## src/rtl/mem_port_arbiter.sv

```systemverilog
// Arbitrates the single unified memory port between instruction fetch (I-side) and
// the memory stage (D-side). D wins ties, handoff is back-to-back, and stuck accesses time out.
module mem_port_arbiter #(
    parameter int TIMEOUT = 15
) (
    input  logic        clk,
    input  logic        rst,

    input  logic        IReq_i,
    input  logic [31:0] IAddr_i,
    output logic [31:0] IRdata_o,
    output logic        IValid_o,

    input  logic        DReq_i,
    input  logic        DWe_i,
    input  logic [31:0] DAddr_i,
    input  logic [31:0] DWdata_i,
    input  logic [3:0]  DByteEn_i,
    output logic [31:0] DRdata_o,
    output logic        DValid_o,

    output logic        MemReq_o,
    output logic        MemWe_o,
    output logic [31:0] MemAddr_o,
    output logic [31:0] MemWdata_o,
    output logic [3:0]  MemByteEn_o,
    input  logic [31:0] MemRdata_i,
    input  logic        MemAck_i,

    output logic        StallIMem_o,
    output logic        StallDMem_o,
    output logic        Err_o
);

    localparam int CNT_W = (TIMEOUT > 0) ? $clog2(TIMEOUT + 1) : 1;
    // Counter value seen in the last permitted busy cycle; it counts ack-less cycles from 0.
    localparam logic [CNT_W-1:0] CNT_LAST = (TIMEOUT > 0) ? CNT_W'(TIMEOUT - 1) : '0;

    typedef enum logic [1:0] {
        IDLE   = 2'd0,
        BUSY_I = 2'd1,
        BUSY_D = 2'd2
    } state_t;

    state_t           state;
    logic [CNT_W-1:0] wait_cnt;

    logic busy;
    logic timeout_hit;
    logic grant_d;
    logic grant_i;

    assign busy        = (state != IDLE);
    assign timeout_hit = (TIMEOUT != 0) && busy && !MemAck_i && (wait_cnt == CNT_LAST);

    assign IValid_o = (state == BUSY_I) && (MemAck_i || timeout_hit);
    assign DValid_o = (state == BUSY_D) && (MemAck_i || timeout_hit);
    assign IRdata_o = ((state == BUSY_I) && MemAck_i) ? MemRdata_i : '0;
    assign DRdata_o = ((state == BUSY_D) && MemAck_i && !MemWe_o) ? MemRdata_i : '0;

    assign StallIMem_o = IReq_i & ~IValid_o;
    assign StallDMem_o = DReq_i & ~DValid_o;

    // The side just acked is never re-granted: its request line still shows the finished access.
    assign grant_d = DReq_i && ((state == IDLE) || ((state == BUSY_I) && MemAck_i));
    assign grant_i = IReq_i && (((state == IDLE) && !DReq_i) || ((state == BUSY_D) && MemAck_i));

    // NOTE: every register here uses <= so all updates see pre-edge values; the async
    // reset branch covers every register, including the sticky error flag.
    always_ff @(posedge clk or posedge rst) begin
        if (rst) begin
            state       <= IDLE;
            wait_cnt    <= '0;
            MemReq_o    <= 1'b0;
            MemWe_o     <= 1'b0;
            MemAddr_o   <= '0;
            MemWdata_o  <= '0;
            MemByteEn_o <= '0;
            Err_o       <= 1'b0;
        end else if (grant_d) begin
            state       <= BUSY_D;
            wait_cnt    <= '0;
            MemReq_o    <= 1'b1;
            MemWe_o     <= DWe_i;
            MemAddr_o   <= DAddr_i;
            MemWdata_o  <= DWdata_i;
            MemByteEn_o <= DByteEn_i;
        end else if (grant_i) begin
            state       <= BUSY_I;
            wait_cnt    <= '0;
            MemReq_o    <= 1'b1;
            MemWe_o     <= 1'b0;
            MemAddr_o   <= IAddr_i;
            MemWdata_o  <= '0;
            MemByteEn_o <= 4'b1111;
        end else if (IValid_o || DValid_o) begin
            state    <= IDLE;
            MemReq_o <= 1'b0;
            if (timeout_hit) begin
                Err_o <= 1'b1;
            end
        end else if (busy) begin
            wait_cnt <= wait_cnt + CNT_W'(1);
        end
    end

endmodule

```

## config.mk

```make
export PLATFORM = sky130hd
export DESIGN_NAME = mem_port_arbiter
export DESIGN_NICKNAME = d
export VERILOG_FILES = /design/src/rtl/mem_port_arbiter.sv
export SDC_FILE = /design/constraint.sdc
export NUM_CORES = 1
export LEC_CHECK = 0
export ABC_AREA = 1
export BUFFER_PORTS_ARGS = -buffer_cell sky130_fd_sc_hd__buf_2
export CORE_MARGIN = 2
export CORE_UTILIZATION = 30
export CTS_CLUSTER_DIAMETER = 40
export CTS_CLUSTER_SIZE = 8
export DETAILED_ROUTE_END_ITERATION = 8
export GPL_TIMING_DRIVEN = 0
export PLACE_DENSITY = 0.71
export SYNTH_ARGS = -nofsm -noshare
export SYNTH_HDL_FRONTEND = slang
export SYNTH_SLANG_ARGS = --single-unit
```

## constraint.sdc

```tcl
create_clock -name clk -period 3.73 [get_ports clk]
set_input_delay 0.9325 -clock clk [delete_from_list [all_inputs] [get_ports clk]]
set_output_delay 0.9325 -clock clk [all_outputs]
set_load 0.02 [all_outputs]
```

==> impl_metrics.env, run 1 <==
export IMPL_drt_first_pass_iters=4
export IMPL_diodes=0
export IMPL_ir_worst_vdd_mv=0.426
export IMPL_cts_hold_buf=0
export IMPL_cp_cell_sequence="buf_2, nand3_2, clkbuf_1, nor2_1, buf_2"
export IMPL_finalWorstSetupSlack_ns=0.837
export IMPL_hold_violations=0
export IMPL_synth_top_area_share=0.528
export IMPL_timing_slew_headroom=0.579
export IMPL_cp_required_ns=2.80
export IMPL_hold_depth=1
export IMPL_cts_resized=0
export IMPL_numCtsBuffers=9
export IMPL_period_needed_ns=2.89
export IMPL_swShare=0.444
export IMPL_syn_nets=567
export IMPL_synth_area_leader_cell="dfrtp_1"
export IMPL_synth_xor_area_frac=0.00480
export IMPL_setup_viol=0
export IMPL_p_leak_nw=3.25
export IMPL_grt_pass1_wl_mm=19.0
export IMPL_worst_path_stages=5
export IMPL_start_util=0.305
export IMPL_synth_top_family_by_area="compound AO/OA/AOI/OAI gates"
export IMPL_crit_fanout=10
export IMPL_synthSimpleGateAreaFrac=0.179
export IMPL_final_area_mm2=0.00553
export IMPL_cts_sinks=77
export IMPL_track_usage=0.187
export IMPL_htreeDepth=3
export IMPL_synth_ff_type="dfrtp_1"
export IMPL_cts_root_buffer="clkbuf_16"
export IMPL_worstHoldPathType="flop to flop"
export IMPL_synthAdderAreaFrac=0.00685
export IMPL_path_buf_inv=3
export IMPL_outcome="finished, final reports clean"
export IMPL_yosysSeqAreaShare=0.528
export IMPL_core_area_mm2=0.0120
export IMPL_synth_compound_area_frac=0.185
export IMPL_synth_most_common_cell="nor2_1"
export IMPL_clk_pin_slew_worst_paths_ns=0.06
export IMPL_fmax_mhz=346
export IMPL_power_density_mw_per_mm2=846
export IMPL_die_x_um=114
export IMPL_clockPowerShare=0.182
export IMPL_gr_total_overflow=0
export IMPL_p_total_mw=4.68
export IMPL_die_area_mm2=0.0131
export IMPL_async_flop_share=1.00
export IMPL_fill_cells=1206
export IMPL_synth_mux_area_fraction=0
export IMPL_slowest_delay_ns=0.28
export IMPL_nets=855
export IMPL_clkLatencyLatePin_ns=0.33
export IMPL_viasPerCell=4.53
export IMPL_wl_mm=12.4
export IMPL_grt_max_degree=40
export IMPL_fin_worst_skew_ns=0.00668
export IMPL_p_comb_frac=0.509
export IMPL_netlist_area_mm2=0.00365
export IMPL_ios=277
export IMPL_cpMaxStageDelayCell="nor2_1"
export IMPL_drive_gt1_frac=0.444
export IMPL_drv_slew=0
export IMPL_syn_inst=427
export IMPL_end_kind="primary output"
export IMPL_synthDistinctLibCells=26
export IMPL_yosysWarningCount=0
export IMPL_cp_top_family="buffers and inverters"
export IMPL_place_area_mm2=0.00524
export IMPL_synth_edf_count=0
export IMPL_cts_tree="yes"
export IMPL_fp_dieH_um=114
export IMPL_ant_nets=0
export IMPL_critPathArrivalTime_ns=1.96
export IMPL_wl_per_cell_um=14.3
export IMPL_drt_initial_drc_count=234
export IMPL_antenna_found_initial=0
export IMPL_place_gp_congestion=0.901
export IMPL_startpoint_type="input pin"
export IMPL_post_cts_setup_buffers=0
export IMPL_holdWs_ns=0.449
export IMPL_synthToLayoutAreaGrowth_pct=51.5
export IMPL_cp_common_cell="buf_2"
export IMPL_post_place_ws_ns=0.898
export IMPL_multi_input_area_mm2=0.00137
export IMPL_crit_type="input pin to primary output"
export IMPL_netlist_top_cells_area="dfrtp_1 (53%), nor2_1 (10%), a22o_1 (7.7%), nand2_1 (5.0%), o21ai_0 (4.7%)"
export IMPL_reg2reg_depth=9
export IMPL_dp_hpwl_mm=9.72
export IMPL_vias=3928
export IMPL_pwr_share_seq=0.309
export IMPL_io_buffers=276
export IMPL_regArea_mm2=0.00193
export IMPL_syn_mean_instance_area_um2=8.55
export IMPL_grt_pass1_vias=3642
export IMPL_power_net_switching_mw=2.08
export IMPL_rsz0062_at_grt="false"
export IMPL_totalNegativeSetupSlack_ns=0
export IMPL_post_route_period_util=0.776
export IMPL_ys_ff_latch=77
export IMPL_max_cap_violations=0
export IMPL_worst_pin_slew_ns=0.627
export IMPL_clk_path_buf_depth=2
export IMPL_synth_top_cells_by_count="nor2_1 (101), dfrtp_1 (77), nand2_1 (49)"
export IMPL_drc=0
export IMPL_fp_row_count=40
export IMPL_r2r_slack_ns=1.98
export IMPL_internal_power_mw=2.60
==> final cells by class <==
class / count / share of cell area
tap: 147 / 0.0332
clock buffer: 10 / 0.0414
clock inverter: 6 / 0.0115
timing repair buffer: 277 / 0.253
buffer: 28 / 0.0319
inverter: 47 / 0.0323
multi-input combinational: 275 / 0.248
sequential: 77 / 0.348
==> cells in the final DEF (no fill, tap or decap), types with 2 or more instances in the layout <==
| master | instances |
|---|---|
| o22a_1 | 4 |
| nand3_1 | 5 |
| buf_2 | 282 |
| buf_4 | 7 |
| inv_2 | 3 |
| a21oi_1 | 32 |
| ha_1 | 2 |
| clkinv_2 | 2 |
| nor2_1 | 101 |
| nand4_1 | 4 |
| buf_6 | 5 |
| clkbuf_16 | 9 |
| inv_1 | 43 |
| clkinvlp_4 | 2 |
| a22o_1 | 32 |
| dfrtp_1 | 77 |
| clkbuf_1 | 11 |
| nand2_2 | 3 |
| o21ai_0 | 34 |
| nand2_1 | 49 |
==> metal layers <==
| layer | GRT usage | vias up | wire (um) |
|---|---|---|---|
| met5 | 0 | - | 0 |
| met3 | 0.0513 | 15 | 1000 |
| met4 | 0.0455 | 0 | 176 |
| met1 | 0.266 | 1785 | 5550 |
| li1 | - | 1951 | - |
| met2 | 0.284 | 177 | 5700 |
==> state kept, by name (all words and copies together) (netlist names) <==
name         cells
wait_cnt         4
state            2
MemByteEn_o      4
MemAddr_o       32
MemWe_o          1
Err_o            1
MemReq_o         1
MemWdata_o      32
==> through the flow <==
stage                     utilization  instances
after floorplan                     -        427
after global placement          0.436        850
after detailed placement        0.438        851
after CTS                       0.463        867
after global routing            0.463        867
final                           0.463        867
==> cells by family after synthesis <==
logic type | after synthesis
AOI/OAI and AO/OA | 106
DFF | 77
buffers and inverters | 75
and+or+nand+nor | 165
xor gates and xnor gates | 2
adders and majority gates | 2
==> worst paths after layout <==
kind                                      startpoint                   endpoint
worst min-delay path               Err_o$_DFFE_PP0P_          Err_o$_DFFE_PP0P_
worst max register to register  state[1]$_DFFE_PP0P_   MemAddr_o[3]$_DFFE_PP0P_
max in group asynchronous                        rst    wait_cnt[2]$_DFFE_PP0P_
worst max-delay path                        MemAck_i               IRdata_o[20]
worst min register to register     Err_o$_DFFE_PP0P_          Err_o$_DFFE_PP0P_
min in group asynchronous                        rst  MemWdata_o[5]$_DFFE_PP0P_
==> power groups by stage <==
stage / Clock, mW / Sequential, mW / Combinational, mW
after global placement: 0 / 1.45 / 2.39
after global routing: 0.915 / 1.49 / 2.62
after detailed placement: 0 / 1.44 / 2.42
after CTS: 0.876 / 1.45 / 2.41
final: 0.852 / 1.45 / 2.38
after floorplan: 0 / 1.88 / 1.13
Note: power is estimated with default switching activity, not from simulation.
==> inputs of run 2 (changes only) <==
==> constraint.sdc (replaced) <==
create_clock -name clk -period 2.7 [get_ports clk]
set_input_delay 0.675 -clock clk [delete_from_list [all_inputs] [get_ports clk]]
set_output_delay 0.675 -clock clk [all_outputs]
set_load 0.02 [all_outputs]
==> run 2 against run 1 <==
Via count increased by 0.13%. Core utilization about the same. Die area unchanged. Sequential power increased by 38%. Worst hold slack got worse by 0.083 ns. Critical path depth increased by 1. Clock power increased by 38%. Wire length about the same. Clock-buffer cell count unchanged. Critical path type is now flop to primary output. Largest power group unchanged.
==> impl_metrics.env, run 2 (synthesis results as in run 1) <==
export IMPL_outcome="finished, final reports clean"
export IMPL_cp_required_ns=2.03
export IMPL_slowest_delay_ns=0.45
export IMPL_post_route_period_util=0.914
export IMPL_cp_cell_sequence="inv_2, nor2_1, nand3_1, clkbuf_2, nor2_1, buf_2"
export IMPL_internal_power_mw=3.60
export IMPL_cts_sinks=77
export IMPL_r2r_end="MemAddr_o[3]$_DFFE_PP0P_"
export IMPL_cpMaxStageDelayCell="dfrtp_1"
export IMPL_power_density_mw_per_mm2=1170
export IMPL_place_area_mm2=0.00524
export IMPL_antenna_found_initial=0
export IMPL_critPathArrivalTime_ns=1.79
export IMPL_io_buffers=276
export IMPL_drc=0
export IMPL_finalWorstSetupSlack_ns=0.231
export IMPL_viasPerCell=4.54
export IMPL_start_util=0.305
export IMPL_synthToLayoutAreaGrowth_pct=51.6
export IMPL_htreeDepth=3
export IMPL_period_needed_ns=2.47
export IMPL_hold_violations=0
export IMPL_fin_worst_skew_ns=0.00668
export IMPL_diodes=0
export IMPL_end_kind="primary output"
export IMPL_worst_pin_slew_ns=0.627
export IMPL_clkLatencyLatePin_ns=0.33
export IMPL_swShare=0.444
export IMPL_startpoint_type="flop"
export IMPL_crit_fanout=10
export IMPL_setup_viol=0
export IMPL_rsz0062_at_grt="false"
export IMPL_worstHoldPathType="input pin to async pin"
export IMPL_track_usage=0.187
export IMPL_final_cells=867
export IMPL_final_common_cell="buf_2"
export IMPL_p_comb_frac=0.509
export IMPL_cts_hold_buf=0
export IMPL_clk_pin_slew_worst_paths_ns=0.06
export IMPL_fill_cells=1203
export IMPL_reg2reg_from="state[1]$_DFFE_PP0P_"
export IMPL_fmax_mhz=405
export IMPL_wl_mm=12.4
export IMPL_wl_per_cell_um=14.3
export IMPL_drive_gt1_frac=0.449
export IMPL_reg_largest_list="MemAddr_o: 32 flops, MemWdata_o: 32 flops"
export IMPL_grt_pass1_wl_mm=19.0
export IMPL_clk_path_buf_depth=2
export IMPL_totalNegativeSetupSlack_ns=0
export IMPL_post_cts_setup_buffers=0
export IMPL_grt_pass1_vias=3642
export IMPL_fp_row_count=40
export IMPL_cts_tree="yes"
export IMPL_die_area_mm2=0.0131
export IMPL_nets=855
export IMPL_grt_max_degree=40
export IMPL_reg2reg_depth=9
export IMPL_cts_resized=0
export IMPL_dp_hpwl_mm=9.72
export IMPL_timing_slew_headroom=0.579
export IMPL_ir_worst_vdd_mv=0.588
export IMPL_p_leak_nw=3.26
export IMPL_drt_initial_drc_count=243
export IMPL_pwr_share_seq=0.309
export IMPL_power_net_switching_mw=2.87
export IMPL_cp_common_cell="nor2_1"
export IMPL_crit_type="flop to primary output"
export IMPL_ant_nets=0
export IMPL_gr_total_overflow=0
export IMPL_final_area_mm2=0.00554
export IMPL_vias=3933
export IMPL_ios=277
export IMPL_drv_slew=0
export IMPL_cts_root_buffer="clkbuf_16"
export IMPL_r2r_slack_ns=0.96
export IMPL_final_cell_mix="buf_2 (282), nor2_1 (101), dfrtp_1 (77)"
export IMPL_place_gp_congestion=0.901
export IMPL_die_x_um=114
export IMPL_drt_first_pass_iters=4
export IMPL_numCtsBuffers=9
export IMPL_max_cap_violations=0
export IMPL_post_place_ws_ns=0.383
export IMPL_clockPowerShare=0.182
export IMPL_fp_dieH_um=114
export IMPL_placed_cells=851
export IMPL_core_area_mm2=0.0120
[run 2: cell counts in the layout (fill, tap and decap cells not counted)]
No cell type changed its count.
[run 2: per-stage QoR]
stage / total power, mW / util / hold WS (ns)
floorplan: 4.16 / - / 0.485
global placement: 5.30 / 0.436 / 0.438
detailed placement: 5.33 / 0.438 / 0.440
CTS: 6.54 / 0.463 / 0.386
global route: 6.94 / 0.463 / 0.402
finish: 6.47 / 0.463 / 0.366
[run 2: worst max-delay path by stage]
stage                          from                 to  slack, ns  depth (start not counted)
4_1_cts        state[1]$_DFFE_PP0P_       DRdata_o[18]       0.17                          6
5_1_grt        state[1]$_DFFE_PP0P_        DRdata_o[2]      0.009                          6
2_1_floorplan                   rst  Err_o$_DFFE_PP0P_       0.06                          1
3_5_place_dp               MemAck_i       DRdata_o[19]       0.38                          5
3_3_place_gp                    rst  Err_o$_DFFE_PP0P_      -1.02                          2
6_report       state[1]$_DFFE_PP0P_       DRdata_o[18]       0.23                          6
[run 2: area by class of cell]
class	instances	area [um2]	area share
clock inverters	6	63.8	0.0115
flip-flops and latches	77	1930	0.348
inverters	47	179	0.0323
clock buffers	10	229	0.0414
well taps	147	184	0.0332
plain buffers	28	180	0.0325
multi-input cells	275	1370	0.248
repair buffers	277	1400	0.253
[run 2: critical path: cells and delay by family, from the launching register on]
| kind | cells | cell delay [ns] |
|---|---|---|
| flops | 1 | 0.45 |
| buf+inv | 3 | 0.49 |
| simple gates | 3 | 0.51 |
[run 2: routing by layer]
metal | global-route usage | wire (um) | vias to the layer above
met5 | 0 | 0 | -
met4 | 0.0455 | 176 | 0
met3 | 0.0513 | 962 | 15
met2 | 0.284 | 5700 | 174
met1 | 0.266 | 5590 | 1792
li1 | - | - | 1952
[run 2: power by group through the flow]
stage          clock, mW  sequential, mW  combinational [mW]
2_1_floorplan          0            2.60                1.56
3_3_place_gp           0            2.00                3.30
3_5_place_dp           0            2.00                3.34
4_1_cts             1.21            2.00                3.33
5_1_grt             1.26            2.06                3.62
6_report            1.18            2.00                3.29
==> inputs of run 3 (changes only) <==
--- a/config.mk
+++ b/config.mk
@@ -5,7 +5,6 @@
 export SDC_FILE = /design/constraint.sdc
 export NUM_CORES = 1
 export LEC_CHECK = 0
-export ABC_AREA = 1
 export BUFFER_PORTS_ARGS = -buffer_cell sky130_fd_sc_hd__buf_2
 export CORE_MARGIN = 2
 export CORE_UTILIZATION = 30
@@ -13,7 +12,7 @@
 export CTS_CLUSTER_SIZE = 8
 export DETAILED_ROUTE_END_ITERATION = 8
 export GPL_TIMING_DRIVEN = 0
-export PLACE_DENSITY = 0.71
+export PLACE_DENSITY = 0.7
 export SYNTH_ARGS = -nofsm -noshare
 export SYNTH_HDL_FRONTEND = slang
 export SYNTH_SLANG_ARGS = --single-unit
==> run 3 against run 2 <==
Sequential power increased by 3%. Cell count decreased by 5.1%. Non-clock buffer count increased by 2. Worst hold slack got worse by 0.012 ns. Clock power about the same. Core utilization about the same. Largest cell class unchanged.
==> impl_metrics.env, run 3 <==
export IMPL_hold_violations=0
export IMPL_place_area_mm2=0.00544
export IMPL_post_route_period_util=0.975
export IMPL_postLayoutCoreUtil=0.463
export IMPL_async_flop_share=1.00
export IMPL_rsz0062_at_grt="false"
export IMPL_wl_per_cell_um=15.2
export IMPL_period_needed_ns=2.63
export IMPL_die_x_um=117
export IMPL_fp_dieH_um=117
export IMPL_nets=786
export IMPL_fin_worst_skew_ns=0.00579
export IMPL_worstHoldPathType="input pin to async pin"
export IMPL_crit_fanout=9
export IMPL_cts_root_buffer="clkbuf_16"
export IMPL_antenna_found_initial=0
export IMPL_ant_nets=0
export IMPL_core_area_mm2=0.0125
export IMPL_cp_startpoint="MemAck_i"
export IMPL_htreeDepth=3
export IMPL_final_area_mm2=0.00579
export IMPL_synth_top_cells_by_count="dfrtp_1 (77), and2_1 (64), a22o_1 (33), mux2i_1 (33), nand3_1 (32)"
export IMPL_io_buffers=275
export IMPL_ios=277
export IMPL_grt_pass1_vias=3738
export IMPL_ys_ff_latch=77
export IMPL_drv_slew=0
export IMPL_synthDistinctLibCells=38
export IMPL_critPathArrivalTime_ns=1.96
export IMPL_startpoint_type="input pin"
export IMPL_synth_edf_count=0
export IMPL_worst_pin_slew_ns=0.558
export IMPL_drc=0
export IMPL_holdWs_ns=0.354
export IMPL_drive_gt1_frac=0.502
export IMPL_yosysWarningCount=0
export IMPL_drt_first_pass_iters=4
export IMPL_numCtsBuffers=9
export IMPL_vias=3890
export IMPL_final_cell_mix="buf_2 (278), dfrtp_1 (76), and2_1 (64)"
export IMPL_diodes=0
export IMPL_netlist_area_mm2=0.00382
export IMPL_reg2reg_depth=7
export IMPL_cts_tree="yes"
export IMPL_synth_top_area_share=0.504
export IMPL_grt_pass1_wl_mm=18.2
export IMPL_reg2reg_from="state[0]$_DFFE_PP0P_"
export IMPL_place_gp_congestion=0.776
export IMPL_syn_mean_instance_area_um2=10.7
export IMPL_fill_cells=1243
export IMPL_cts_sinks=77
export IMPL_power_density_mw_per_mm2=1160
export IMPL_syn_inst=357
export IMPL_pwr_share_seq=0.306
export IMPL_viasPerCell=4.73
export IMPL_gr_total_overflow=0
export IMPL_clockPowerShare=0.180
export IMPL_synthToLayoutAreaGrowth_pct=51.5
export IMPL_synth_most_common_cell="dfrtp_1"
export IMPL_p_total_mw=6.72
export IMPL_max_cap_violations=0
export IMPL_fmax_mhz=380
export IMPL_dp_hpwl_mm=9.76
export IMPL_syn_nets=497
export IMPL_p_comb_frac=0.514
export IMPL_netlist_top_cells_area="dfrtp_1 (50%), and2_1 (10%), mux2i_1 (8.6%), a22o_1 (7.6%), nand3_1 (4.2%)"
export IMPL_fp_row_count=41
export IMPL_synth_area_leader_cell="dfrtp_1"
export IMPL_crit_type="input pin to primary output"
export IMPL_yosysSeqAreaShare=0.504
export IMPL_start_util=0.305
export IMPL_swShare=0.442
export IMPL_internal_power_mw=3.75
export IMPL_die_area_mm2=0.0137
export IMPL_totalNegativeSetupSlack_ns=0
export IMPL_reg_largest_list="MemAddr_o: 32 flops, MemWdata_o: 32 flops"
export IMPL_clkLatencyLatePin_ns=0.33
export IMPL_r2r_end="MemAddr_o[20]$_DFFE_PP0P_"
export IMPL_track_usage=0.174
export IMPL_end_kind="primary output"
export IMPL_grt_max_degree=45
export IMPL_power_net_switching_mw=2.97
export IMPL_p_leak_nw=3.30
export IMPL_timing_slew_headroom=0.628
export IMPL_synth_ff_type="dfrtp_1"
export IMPL_cp_required_ns=2.03
export IMPL_ir_worst_vdd_mv=0.490
export IMPL_final_common_cell="buf_2"
export IMPL_outcome="finished, final reports clean"
export IMPL_setup_viol=0
export IMPL_wl_mm=12.5
export IMPL_crit_path_end="DRdata_o[19]"
export IMPL_drt_initial_drc_count=166
export IMPL_clk_path_buf_depth=2
export IMPL_r2r_slack_ns=0.93
export IMPL_clk_pin_slew_worst_paths_ns=0.06
==> run 3: cell types whose count changed in the layout (fill, tap and decap cells not counted), moves of 3 or more <==
cell     previous run  this run
inv_1              43         5
nand2_2             3         0
o21ai_1             1        22
nor2_1            101         4
and2_1              0        64
buf_2             282       278
nand4_1             4         0
a21oi_1            32         2
mux2i_1             0        33
nand2_1            49         3
nand3_1             5        32
o21ai_0            34        18
a31oi_1             0         3
==> run 3: cells by family after synthesis <==
family | count (synthesis) | synth area share
flip-flops | 77 | 0.504
buffers and inverters | 37 | 0.0527
multiplexers | 33 | 0.0864
AND/OR/NAND/NOR | 116 | 0.181
adder cells (fa/ha/maj) | 2 | 0.00655
XOR/XNOR | 1 | 0.00229
AO/OA/AOI/OAI | 91 | 0.167
==> run 3: area by class of cell <==
type	instances	area (um2)	area share
sequential	77	1930	0.333
multi-input combinational	243	1710	0.296
timing repair buffer	278	1420	0.244
clock buffer	9	225	0.0389
tap	172	215	0.0372
buffer	29	189	0.0326
clock inverter	7	73.8	0.0127
inverter	8	32.5	0.00562
==> run 3: per-layer routing <==
metal	wire (um)	part of all wire	vias to the layer above	track usage
li1	-	-	1844	-
met1	5140	0.41	1863	0.211
met2	6390	0.51	171	0.310
met3	821	0.066	12	0.0371
met4	153	0.012	0	0.0502
met5	0	0	-	0
==> run 3: power groups by stage <==
stage          combinational (mW)  clock, mW  sequential [mW]
2_1_floorplan                1.59          0             2.68
3_3_place_gp                 3.39          0             2.04
3_5_place_dp                 3.47          0             2.05
4_1_cts                      3.47       1.24             2.05
5_1_grt                      3.76       1.29             2.13
6_report                     3.46       1.21             2.05
==> run 3: per-stage QoR <==
stage / setup slack [ns] / cells
finish: 0.0677 / 823
global route: 0.00152 / 823
CTS: 0.00105 / 821
detailed placement: -0.135 / 805
global placement: -0.847 / 804
floorplan: 0.0583 / 357
==> run 3: repair_timing <==
item | in CTS | in global routing
pin swaps | 0 | 1
hold buffers | 0 | 0
gates cloned | 0 | 1
resized for setup | 3 | 20
setup buffers | 0 | 1
endpoints found under the setup margin | 41 | 62
==> run 3: worst max-delay path: stages <==
cell             delay [ns]
clkbuf_4               0.19
inv_2                  0.09
nor4b_4                0.26
buf_4                  0.18
clkdlybuf4s15_2        0.26
and2_1                 0.13
buf_2                  0.16
==> run 3: how the worst min path moves through the flow <==
stage / cells past startpoint / slack, ns / end
floorplan: 1 / 0.55 / Err_o$_DFFE_PP0P_
finish: 2 / 0.35 / MemAddr_o[10]$_DFFE_PP0P_
global route: 2 / 0.39 / MemAddr_o[10]$_DFFE_PP0P_
CTS: 2 / 0.37 / MemAddr_o[10]$_DFFE_PP0P_
detailed placement: 1 / 0.47 / Err_o$_DFFE_PP0P_
global placement: 1 / 0.46 / Err_o$_DFFE_PP0P_
